[config.mk]
export PLATFORM = sky130hd
export DESIGN_NAME = reset_pulse_issuer
export DESIGN_NICKNAME = d
export VERILOG_FILES = /design/src/rtl/reset_issuer_pkg.sv /design/src/rtl/rst_down_counter.sv /design/src/rtl/reset_pulse_issuer.sv
export SDC_FILE = /design/constraint.sdc
export NUM_CORES = 1
export LEC_CHECK = 0
export ABC_AREA = 1
export BUFFER_PORTS_ARGS = -buffer_cell sky130_fd_sc_hd__buf_2
export CAP_MARGIN = 20
export CORE_MARGIN = 5
export CORE_UTILIZATION = 57
export CTS_CLUSTER_SIZE = 14
export DETAILED_ROUTE_END_ITERATION = 8
export PLACE_DENSITY = 0.8
export SLEW_MARGIN = 20
export SYNTH_ARGS = -nofsm -noshare
export SYNTH_HDL_FRONTEND = slang
export SYNTH_SLANG_ARGS = --single-unit
[constraint.sdc]
create_clock -name CLK -period 1.9 [get_ports CLK]
set_clock_uncertainty 0.1 [all_clocks]
set_input_delay 0.095 -clock CLK [delete_from_list [all_inputs] [get_ports CLK]]
set_output_delay 0.095 -clock CLK [all_outputs]
set_load 0.05 [all_outputs]
[src/rtl/reset_issuer_pkg.sv]
// Shared definitions for the reset pulse issuer.
// Holds the issuer FSM state encoding, the width of the completed-pulse
// counter, and the helper that turns a requested length into the length
// that is actually driven. It has no ports.
package reset_issuer_pkg;

   localparam int RST_COUNT_WIDTH = 16;

   typedef enum logic [1:0] {
      IDLE    = 2'd0,
      ASSERT  = 2'd1,
      HOLDOFF = 2'd2
   } issuerState_t;

   // A request shorter than the minimum is stretched to the minimum. A
   // request of 0 is also stretched, because the minimum is at least 1.
   function automatic int unsigned eff_len(input int unsigned reqLen,
                                           input int unsigned minAssert);
      if (reqLen < minAssert) begin
         return minAssert;
      end
      return reqLen;
   endfunction

endpackage

[src/rtl/rst_down_counter.sv]
// Loadable down-counter that times both the asserted phase and the
// de-assert holdoff of the reset pulse issuer.
// Ports:
//   CLK        rising-edge clock
//   RST        asynchronous active-high reset, loads RESET_VALUE
//   load       load load_value on the next edge (has priority over dec)
//   load_value value to load
//   dec        decrement on the next edge, holding at zero
//   count      current count
//   is_zero    count equals zero
module rst_down_counter #(
   parameter int                   CNT_WIDTH   = 8,
   parameter logic [CNT_WIDTH-1:0] RESET_VALUE = '0
) (
   input  logic                 CLK,
   input  logic                 RST,
   input  logic                 load,
   input  logic [CNT_WIDTH-1:0] load_value,
   input  logic                 dec,
   output logic [CNT_WIDTH-1:0] count,
   output logic                 is_zero
);

   logic [CNT_WIDTH-1:0] countQ;
   logic [CNT_WIDTH-1:0] countD;

   // Next count. A load wins over a decrement. The count holds at zero so a
   // stray decrement can never wrap it around to the maximum value.
   always_comb begin
      countD = countQ;
      if (load) begin
         countD = load_value;
      end else if (dec && (countQ != '0)) begin
         countD = countQ - CNT_WIDTH'(1);
      end
   end

   // The reset value is set by the parent, so the power-on pulse is already
   // timed while reset is still asserted.
   always_ff @(posedge CLK or posedge RST) begin
      if (RST) begin
         countQ <= RESET_VALUE;
      end else begin
         countQ <= countD;
      end
   end

   assign count   = countQ;
   assign is_zero = (countQ == '0);

endmodule

[src/rtl/reset_pulse_issuer.sv]
// Issuing end of the reset path. It drives a clock-aligned active-low
// reset pulse of the requested length on OUT_RST_N, then holds off new
// requests for DEASSERT_GAP cycles. It counts completed requested pulses,
// and it issues a power-on pulse of MIN_ASSERT cycles when its own reset
// is released.
// Ports:
//   CLK        rising-edge clock
//   RST        asynchronous active-high reset
//   REQ_VALID  pulse request valid
//   REQ_LEN    requested low time in cycles (0 selects MIN_ASSERT)
//   REQ_READY  high only while idle
//   OUT_RST_N  issued reset, active low, straight from a flop
//   BUSY       high whenever not idle
//   DONE       one-cycle pulse in the first cycle OUT_RST_N is high again
//   RST_COUNT  completed requested pulses, saturating
module reset_pulse_issuer
   import reset_issuer_pkg::*;
#(
   parameter int          CNT_WIDTH    = 8,
   parameter int unsigned MIN_ASSERT   = 2,
   parameter int unsigned DEASSERT_GAP = 4
) (
   input  logic                       CLK,
   input  logic                       RST,
   input  logic                       REQ_VALID,
   input  logic [CNT_WIDTH-1:0]       REQ_LEN,
   output logic                       REQ_READY,
   output logic                       OUT_RST_N,
   output logic                       BUSY,
   output logic                       DONE,
   output logic [RST_COUNT_WIDTH-1:0] RST_COUNT
);

   localparam logic [CNT_WIDTH-1:0] POWER_ON_LOAD = CNT_WIDTH'(MIN_ASSERT - 1);
   localparam logic [CNT_WIDTH-1:0] GAP_LOAD      =
      (DEASSERT_GAP == 0) ? '0 : CNT_WIDTH'(DEASSERT_GAP - 1);

   issuerState_t               stateQ, stateD;
   logic                       outRstNQ, outRstND;
   logic                       doneQ, doneD;
   logic                       fromReqQ, fromReqD;
   logic [RST_COUNT_WIDTH-1:0] rstCountQ, rstCountD;

   logic                 cntLoad;
   logic [CNT_WIDTH-1:0] cntLoadValue;
   logic                 cntDec;
   logic [CNT_WIDTH-1:0] cntValue;
   logic                 cntZero;
   logic [CNT_WIDTH-1:0] effLen;

   assign effLen = CNT_WIDTH'(eff_len(32'(REQ_LEN), MIN_ASSERT));

   rst_down_counter #(
      .CNT_WIDTH  (CNT_WIDTH),
      .RESET_VALUE(POWER_ON_LOAD)
   ) u_counter (
      .CLK       (CLK),
      .RST       (RST),
      .load      (cntLoad),
      .load_value(cntLoadValue),
      .dec       (cntDec),
      .count     (cntValue),
      .is_zero   (cntZero)
   );

   // Next-state and next-output logic. The counter is loaded with length-1
   // on entry to each timed phase, so a phase lasts exactly `length` edges.
   // The phase ends on the edge where the counter is already zero. Only
   // pulses that came from a request are counted, so the power-on pulse
   // leaves RST_COUNT at zero.
   always_comb begin
      stateD       = stateQ;
      outRstND     = outRstNQ;
      doneD        = 1'b0;
      fromReqD     = fromReqQ;
      rstCountD    = rstCountQ;
      cntLoad      = 1'b0;
      cntLoadValue = '0;
      cntDec       = 1'b0;
      unique case (stateQ)
         IDLE: begin
            if (REQ_VALID) begin
               stateD       = ASSERT;
               outRstND     = 1'b0;
               fromReqD     = 1'b1;
               cntLoad      = 1'b1;
               cntLoadValue = effLen - CNT_WIDTH'(1);
            end
         end
         ASSERT: begin
            if (!cntZero) begin
               cntDec = (cntValue != '0);
            end else begin
               outRstND = 1'b1;
               doneD    = 1'b1;
               if (fromReqQ && (rstCountQ != '1)) begin
                  rstCountD = rstCountQ + RST_COUNT_WIDTH'(1);
               end
               if (DEASSERT_GAP == 0) begin
                  stateD = IDLE;
               end else begin
                  stateD       = HOLDOFF;
                  cntLoad      = 1'b1;
                  cntLoadValue = GAP_LOAD;
               end
            end
         end
         HOLDOFF: begin
            if (!cntZero) begin
               cntDec = (cntValue != '0);
            end else begin
               stateD = IDLE;
            end
         end
         default: begin
            stateD = IDLE;
         end
      endcase
   end

   // State and output flops. Reset places the issuer directly in the
   // asserted phase with OUT_RST_N low. This makes releasing reset start
   // the power-on pulse without any extra logic.
   always_ff @(posedge CLK or posedge RST) begin
      if (RST) begin
         stateQ    <= ASSERT;
         outRstNQ  <= 1'b0;
         doneQ     <= 1'b0;
         fromReqQ  <= 1'b0;
         rstCountQ <= '0;
      end else begin
         stateQ    <= stateD;
         outRstNQ  <= outRstND;
         doneQ     <= doneD;
         fromReqQ  <= fromReqD;
         rstCountQ <= rstCountD;
      end
   end

   // Every output is either a flop or a decode of the state register, so no
   // input reaches an output combinationally.
   assign REQ_READY = (stateQ == IDLE);
   assign BUSY      = (stateQ != IDLE);
   assign OUT_RST_N = outRstNQ;
   assign DONE      = doneQ;
   assign RST_COUNT = rstCountQ;

endmodule
==> results of run 1 <==
==> worst max-delay path: stages, from the launching register on <==
cell and delay [ps]:
dfstp_2 530, inv_1 80, ha_4 180, nand3_2 100
nor2_4 60, nand2_2 90, nand2_1 80, inv_2 140
nand2_4 100, inv_2 70, nand2_1 50, nand2_1 60
inv_1 40
==> state kept, by name, indices dropped and copies added (netlist names) <==
register	flops
RST_COUNT	16
u_counter.count	8
stateQ	2
DONE	1
OUT_RST_N	1
fromReqQ	1
==> layout make-up <==
class / count / area, um2 / area share (%)
tap: 46 / 57.6 / 2.43
clock inverter: 2 / 10.0 / 0.423
inverter: 40 / 150 / 6.35
timing repair buffer: 35 / 205 / 8.68
clock buffer: 6 / 41.3 / 1.75
multi-input combinational: 212 / 1170 / 49.5
sequential: 29 / 731 / 30.9
==> worst max path at each step <==
stage / from / cells after the start / slack, ps / end
finish: u_counter.count[0]$_DFFE_PP1P_ / 12 / 130 / u_counter.count[6]$_DFFE_PP0P_
global route: u_counter.count[0]$_DFFE_PP1P_ / 12 / 20 / u_counter.count[6]$_DFFE_PP0P_
CTS: u_counter.count[0]$_DFFE_PP1P_ / 12 / 70 / u_counter.count[6]$_DFFE_PP0P_
detailed placement: u_counter.count[0]$_DFFE_PP1P_ / 12 / 90 / u_counter.count[6]$_DFFE_PP0P_
global placement: u_counter.count[0]$_DFFE_PP1P_ / 12 / 140 / u_counter.count[6]$_DFFE_PP0P_
floorplan: stateQ[0]$_DFFE_PP1P_ / 7 / -10 / OUT_RST_N$_DFFE_PP0P_
==> cells by family (layout without fill, tap and decap cells) <==
family | count (synthesis) | after routing
AO/OA/AOI/OAI | 27 | 27
XOR/XNOR | 17 | 17
adder cells (fa/ha/maj) | 6 | 6
buffers and inverters | 42 | 83
flip-flops | 29 | 29
AND/OR/NAND/NOR | 162 | 162
==> layout by cell type (no fill, tap or decap), types with 2 or more instances in the layout <==
cell type / netlist / routed
or2_2: 4 / 4
o21ai_1: 2 / 2
o211ai_1: 3 / 3
dlygate4sd3_1: 0 / 2
nor3_2: 2 / 2
buf_2: 0 / 30
nand2_2: 9 / 9
o21ai_2: 8 / 8
o21ai_0: 9 / 9
clkbuf_4: 0 / 5
inv_1: 34 / 34
dfrtp_1: 27 / 25
buf_4: 0 / 2
ha_1: 6 / 4
nand3_1: 12 / 12
nor2_4: 2 / 2
xor2_1: 12 / 12
nor2_1: 29 / 28
nand4_1: 6 / 6
clkinv_2: 0 / 2
nor3_1: 2 / 2
dfstp_2: 2 / 2
nor2_2: 2 / 3
dfrtp_2: 0 / 2
xnor2_1: 5 / 5
nand2_1: 87 / 87
nand3_2: 4 / 4
a21oi_1: 4 / 4
inv_2: 6 / 6
==> metal layers <==
layer | GRT usage [%] | up-vias | routed length, um
met4 | 8.72 | 0 | 120
met5 | 0 | - | 0
met3 | 2.73 | 12 | 237
met2 | 35.9 | 51 | 2320
li1 | - | 966 | -
met1 | 22.8 | 873 | 1930
==> stage by stage <==
stage               worst slack [ps]  power (uW)  hold WS [ps]  instance area (um2)  std cells
floorplan                      -10.3        1830          71.5                 2060        283
global placement                 143        2090          83.9                 2280        360
detailed placement              89.4        2120          86.5                 2280        360
CTS                             71.9        2490          15.4                 2350        370
global route                    24.1        2720          28.7                 2360        370
finish                           133        2520          15.0                 2360        370
==> where the power goes <==
part           switching (uW)  internal (uW)
logic                     866            417
registers                 106            762
clock network             231            141
==> repair_timing <==
action / CTS / global route
resized for setup: 0 / 3
endpoints found under the hold margin: 28 / 0
setup buffers: 0 / 0
endpoints found under the setup margin: 0 / 7
hold buffers: 2 / 0
==> reports/results.ini, run 1 <==
[run_status]
outcome = finished, final reports clean

[floorplanning]
floorplan.die.height_um = 70.0
chipWidth_um = 70.0
dieArea_um2 = 4900
core.rowCount = 21
num_io_pins = 31
fp.coreArea_um2 = 3420
initial_core_util_pct = 60.1

[sta]
finalCriticalPeriod_ps = 1770
rsz0062_at_grt = no
relSlewSlack_pct = 75.3
finalSetupViolCount = 0
final.period_utilization_pct = 93.0
final.setup.tns_ps = 0
fmax_mhz = 566
hold_viol = 0
max_slew.worst_pin.slew_ps = 370
report.final.slew_viol_count = 0

[grt]
maximum_number_of_pins_on_one_net_before_global_route_repair = 30
antenna_violations_before_repair = 0
grt_first_pass_wirelength_um = 7820
first_global_vias = 1821
grt_use_total_pct = 19.7
global_route.overflow_total = 0

[logic_synthesis]
synth.most_common_cell = nand2_1
synth.top_cells.by_area = dfrtp_1, nand2_1, inv_1, nor2_1, xor2_1
post_synth_instance_area_um2 = 2050
yosys_warnings = 0
share_of_synthesized_cell_area_in_and_or_nand_and_nor_gates_pct = 36.7
synthesized_area_fraction_occupied_by_adder_cells_pct = 3.66
share_of_synthesized_area_occupied_by_flip_flops_and_latches_pct = 35.5
synthDominantCellAreaShare_pct = 32.9
postSynth.asyncResetShare_pct = 100
netlist-cell-type-count = 28
post_synth_edffs = 0
ys_seq_elements = 29
yosys.area.top_type = dfrtp_1
synth_mux_area_share_pct = 0
synth_xor_xnor_area_share_pct = 7.25
combinational_family_with_the_most_area_after_synthesis = simple AND/OR/NAND/NOR gates
synth.cells.most_frequent = nand2_1, inv_1, nor2_1
synthesis.area_per_instance_um2 = 7.26
ys_dominant_reg_cell = dfrtp_1
synth-compound-area-share_pct = 8.47
syn_inst = 283
postSynthNetCount = 300

[setup_path]
ff2ff_setup_slack_ps = 130
required_ps = 2040
crit_path_max_fanout = 9
rr_endpoint = u_counter.count[6]$_DFFE_PP0P_
crit_path_end_kind = flop
timing.critical_path.arrival_ps = 1910
rr_startpoint = u_counter.count[0]$_DFFE_PP1P_
setup.worst_path.class = reg2reg
worst_r2r_path_cells = 12
timing.critical_path.from_type = flop

[power]
power.density_cell_area_nw_per_um2 = 1070
total_leakage_power_uw = 0.00126
max-vdd-ir-drop_uv = 1070

[min_path]
min-delay-path-class = in2reg
min_delay_endpoint = OUT_RST_N$_DFFE_PP0P_
worst_hold_startpoint = REQ_VALID
holdPathStages = 4

[clock_tree]
clkLatencyLatePin_ps = 340
sink_count = 29
cts.path.max_buffers = 2
cts_buffers = 5
clk_root_buffer_cell = clkbuf_4
path_clk_slew_ps = 100
clock_tree.htree_level_count = 2
cts_tree = built

[finish]
drive_gt1_share_pct = 26.5
final_core_utilization_pct = 69.2
antennaDiodeCount = 0
final_nets = 340
fillcell_total = 309
synthToLayoutAreaGrowth_pct = 15.2

[drt]
drc = 0
detail_route.iter0.violations = 95
detail-route-antenna-nets = 0
route.vias.total = 1902
route.detailed.vias_per_inst = 5.14
detailed_route_wire_length_um = 4610
detail_route.first_pass.iterations = 4
post_drt_wl_per_cell_um = 12.4

[placement]
detailedPlacementHpwl_um = 3570
globalplace.congestion = 0.898
portBuffers = 30

[run]
cap_violations = 0

(Power assumes the default switching activity.)
==> run 2: changes to the inputs <==
Settings changed: SETUP_SLACK_MARGIN set to 0.4, SKIP_CTS_REPAIR_TIMING set to 1.
==> reports/results.ini, run 2 (same netlist as run 1, synthesis figures left out) <==
[run_status]
outcome = finished, violations left
violations = negative hold slack

[drt]
post_drt_wl_per_cell_um = 12.9  ; +3.7%
detail_route.first_pass.iterations = 4  ; unchanged
route.detailed.vias_per_inst = 5.17  ; +0.49%
detail-route-antenna-nets = 0  ; unchanged
drc = 0  ; unchanged
detailed_route_wire_length_um = 4910  ; +6.5%
detail_route.iter0.violations = 160  ; +68%
route.vias.total = 1963  ; +3.2%

[sta]
rsz0062_at_grt = yes
hold_viol = 1  ; +1
finalCriticalPeriod_ps = 1710  ; -55.7 ps
finalSetupViolCount = 0  ; unchanged
relSlewSlack_pct = 76.0  ; +0.67 points
fmax_mhz = 585  ; +3.3%
final.setup.tns_ps = 0  ; unchanged
max_slew.worst_pin.slew_ps = 360  ; -10.1 ps
report.final.slew_viol_count = 0  ; unchanged
final.hold.worst_slack_ps = -30.0  ; -45.0 ps
final.period_utilization_pct = 90.0  ; -2.9 points

[placement]
placed_instances = 359  ; -0.28%
portBuffers = 30  ; unchanged
globalplace.congestion = 0.911  ; +1.4%
detailedPlacementHpwl_um = 3460  ; -3.2%

[finish]
synthToLayoutAreaGrowth_pct = 26.6
final_core_utilization_pct = 76.1  ; +6.9 points
layout_commonest_cell = nand2_1
number_of_flip_flops_in_the_largest_register = 16  ; unchanged
drive_gt1_share_pct = 37.7  ; +11 points
finish.cell_count_without_fillers = 380  ; +2.7%
final_nets = 350  ; +2.9%
antennaDiodeCount = 0  ; unchanged
mostFrequentLayoutCells = nand2_1, buf_2, inv_1, nor2_1, dfrtp_1

[clock_tree]
cts.path.max_buffers = 2  ; unchanged
cts_tree = built
path_clk_slew_ps = 90  ; about the same
cts_buffers = 5  ; unchanged
clock_tree.htree_level_count = 2  ; unchanged
clkLatencyLatePin_ps = 340  ; about the same
clk_root_buffer_cell = clkbuf_4
sink_count = 29  ; unchanged

[setup_path]
timing.critical_path.from_type = flop
timing.critical_path.arrival_ps = 1870  ; -40 ps
setup.worst_path.class = reg2reg
crit_path_max_fanout = 22  ; +13
crit_path_end_kind = flop
required_ps = 2060  ; +20 ps

[power]
max-vdd-ir-drop_uv = 1060  ; -0.95%
total_leakage_power_uw = 0.00131  ; +4.3%
power.density_cell_area_nw_per_um2 = 1180  ; +11%

[floorplanning]
fp.coreArea_um2 = 3420  ; unchanged
num_io_pins = 31  ; unchanged
floorplan.die.height_um = 70.0  ; unchanged
core.rowCount = 21  ; unchanged
initial_core_util_pct = 60.1  ; unchanged
chipWidth_um = 70.0  ; unchanged
dieArea_um2 = 4900  ; unchanged

[grt]
maximum_number_of_pins_on_one_net_before_global_route_repair = 30  ; unchanged
grt_use_total_pct = 19.3  ; -0.43 points
antenna_violations_before_repair = 0  ; unchanged
grt_first_pass_wirelength_um = 7730  ; -1.1%
global_route.overflow_total = 0  ; unchanged
first_global_vias = 1797  ; -1.3%

[run]
cap_violations = 0  ; unchanged

[min_path]
min-delay-path-class = in2reg

-- run 2: cell type report --
cell class,instances,area (um2)
clock buffers,6,41.3
clock inverters,2,10.0
multi-input cells,213,1290
well taps,46,57.6
repair buffers,44,287
flip-flops and latches,29,744
fillers,254,816
inverters,40,169
-- run 2: power breakdown --
part           switching (uW)  total, uW  internal, uW
Clock                     226        367           141
Sequential                134        901           767
Combinational            1110       1800           689
-- run 2: final timing paths --
| path | start | endpoint | slack (ps) | cells after the start |
|---|---|---|---|---|
| max | u_counter.count[5]$_DFFE_PP0P_ | RST_COUNT[0]$_DFFE_PP0P_ | 190 | 7 |
| min | REQ_LEN[5] | u_counter.count[5]$_DFFE_PP0P_ | -30 | 4 |
| max reg2reg | u_counter.count[5]$_DFFE_PP0P_ | RST_COUNT[0]$_DFFE_PP0P_ | 190 | 7 |
| min reg2reg | OUT_RST_N$_DFFE_PP0P_ | OUT_RST_N$_DFFE_PP0P_ | 390 | 2 |
| max in group asynchronous | RST | stateQ[0]$_DFFE_PP1P_ | 1130 | 4 |
| min in group asynchronous | RST | fromReqQ$_DFFE_PP0P_ | 250 | 4 |
-- run 2: per-stage QoR --
stage / power, uW / hold slack, ps / setup WS [ps] / cell area, um2
CTS: 2550 / -294 / 109 / 2380
floorplan: 1910 / 71.0 / 177 / 2110
detailed placement: 2170 / 80.3 / 128 / 2330
global route: 3270 / 4.97 / 131 / 2600
finish: 3070 / -30.0 / 189 / 2600
global placement: 2160 / 79.0 / 182 / 2330
-- run 2: per-layer routing --
metal / track usage, % / vias to the layer above / wire [um]
met5: 0 / - / 0
met4: 8.30 / 0 / 191
met3: 3.87 / 15 / 312
met2: 34.2 / 73 / 2430
met1: 22.5 / 885 / 1970
li1: - / 990 / -
-- run 2: critical path, stage by stage (launching register included) --
cell and delay (ps):
dfrtp_1 470, nor2_2 140, nand3_2 120, nor2_4 200, nand2_4 100, nor2_4 150
buf_12 190, xor2_1 160
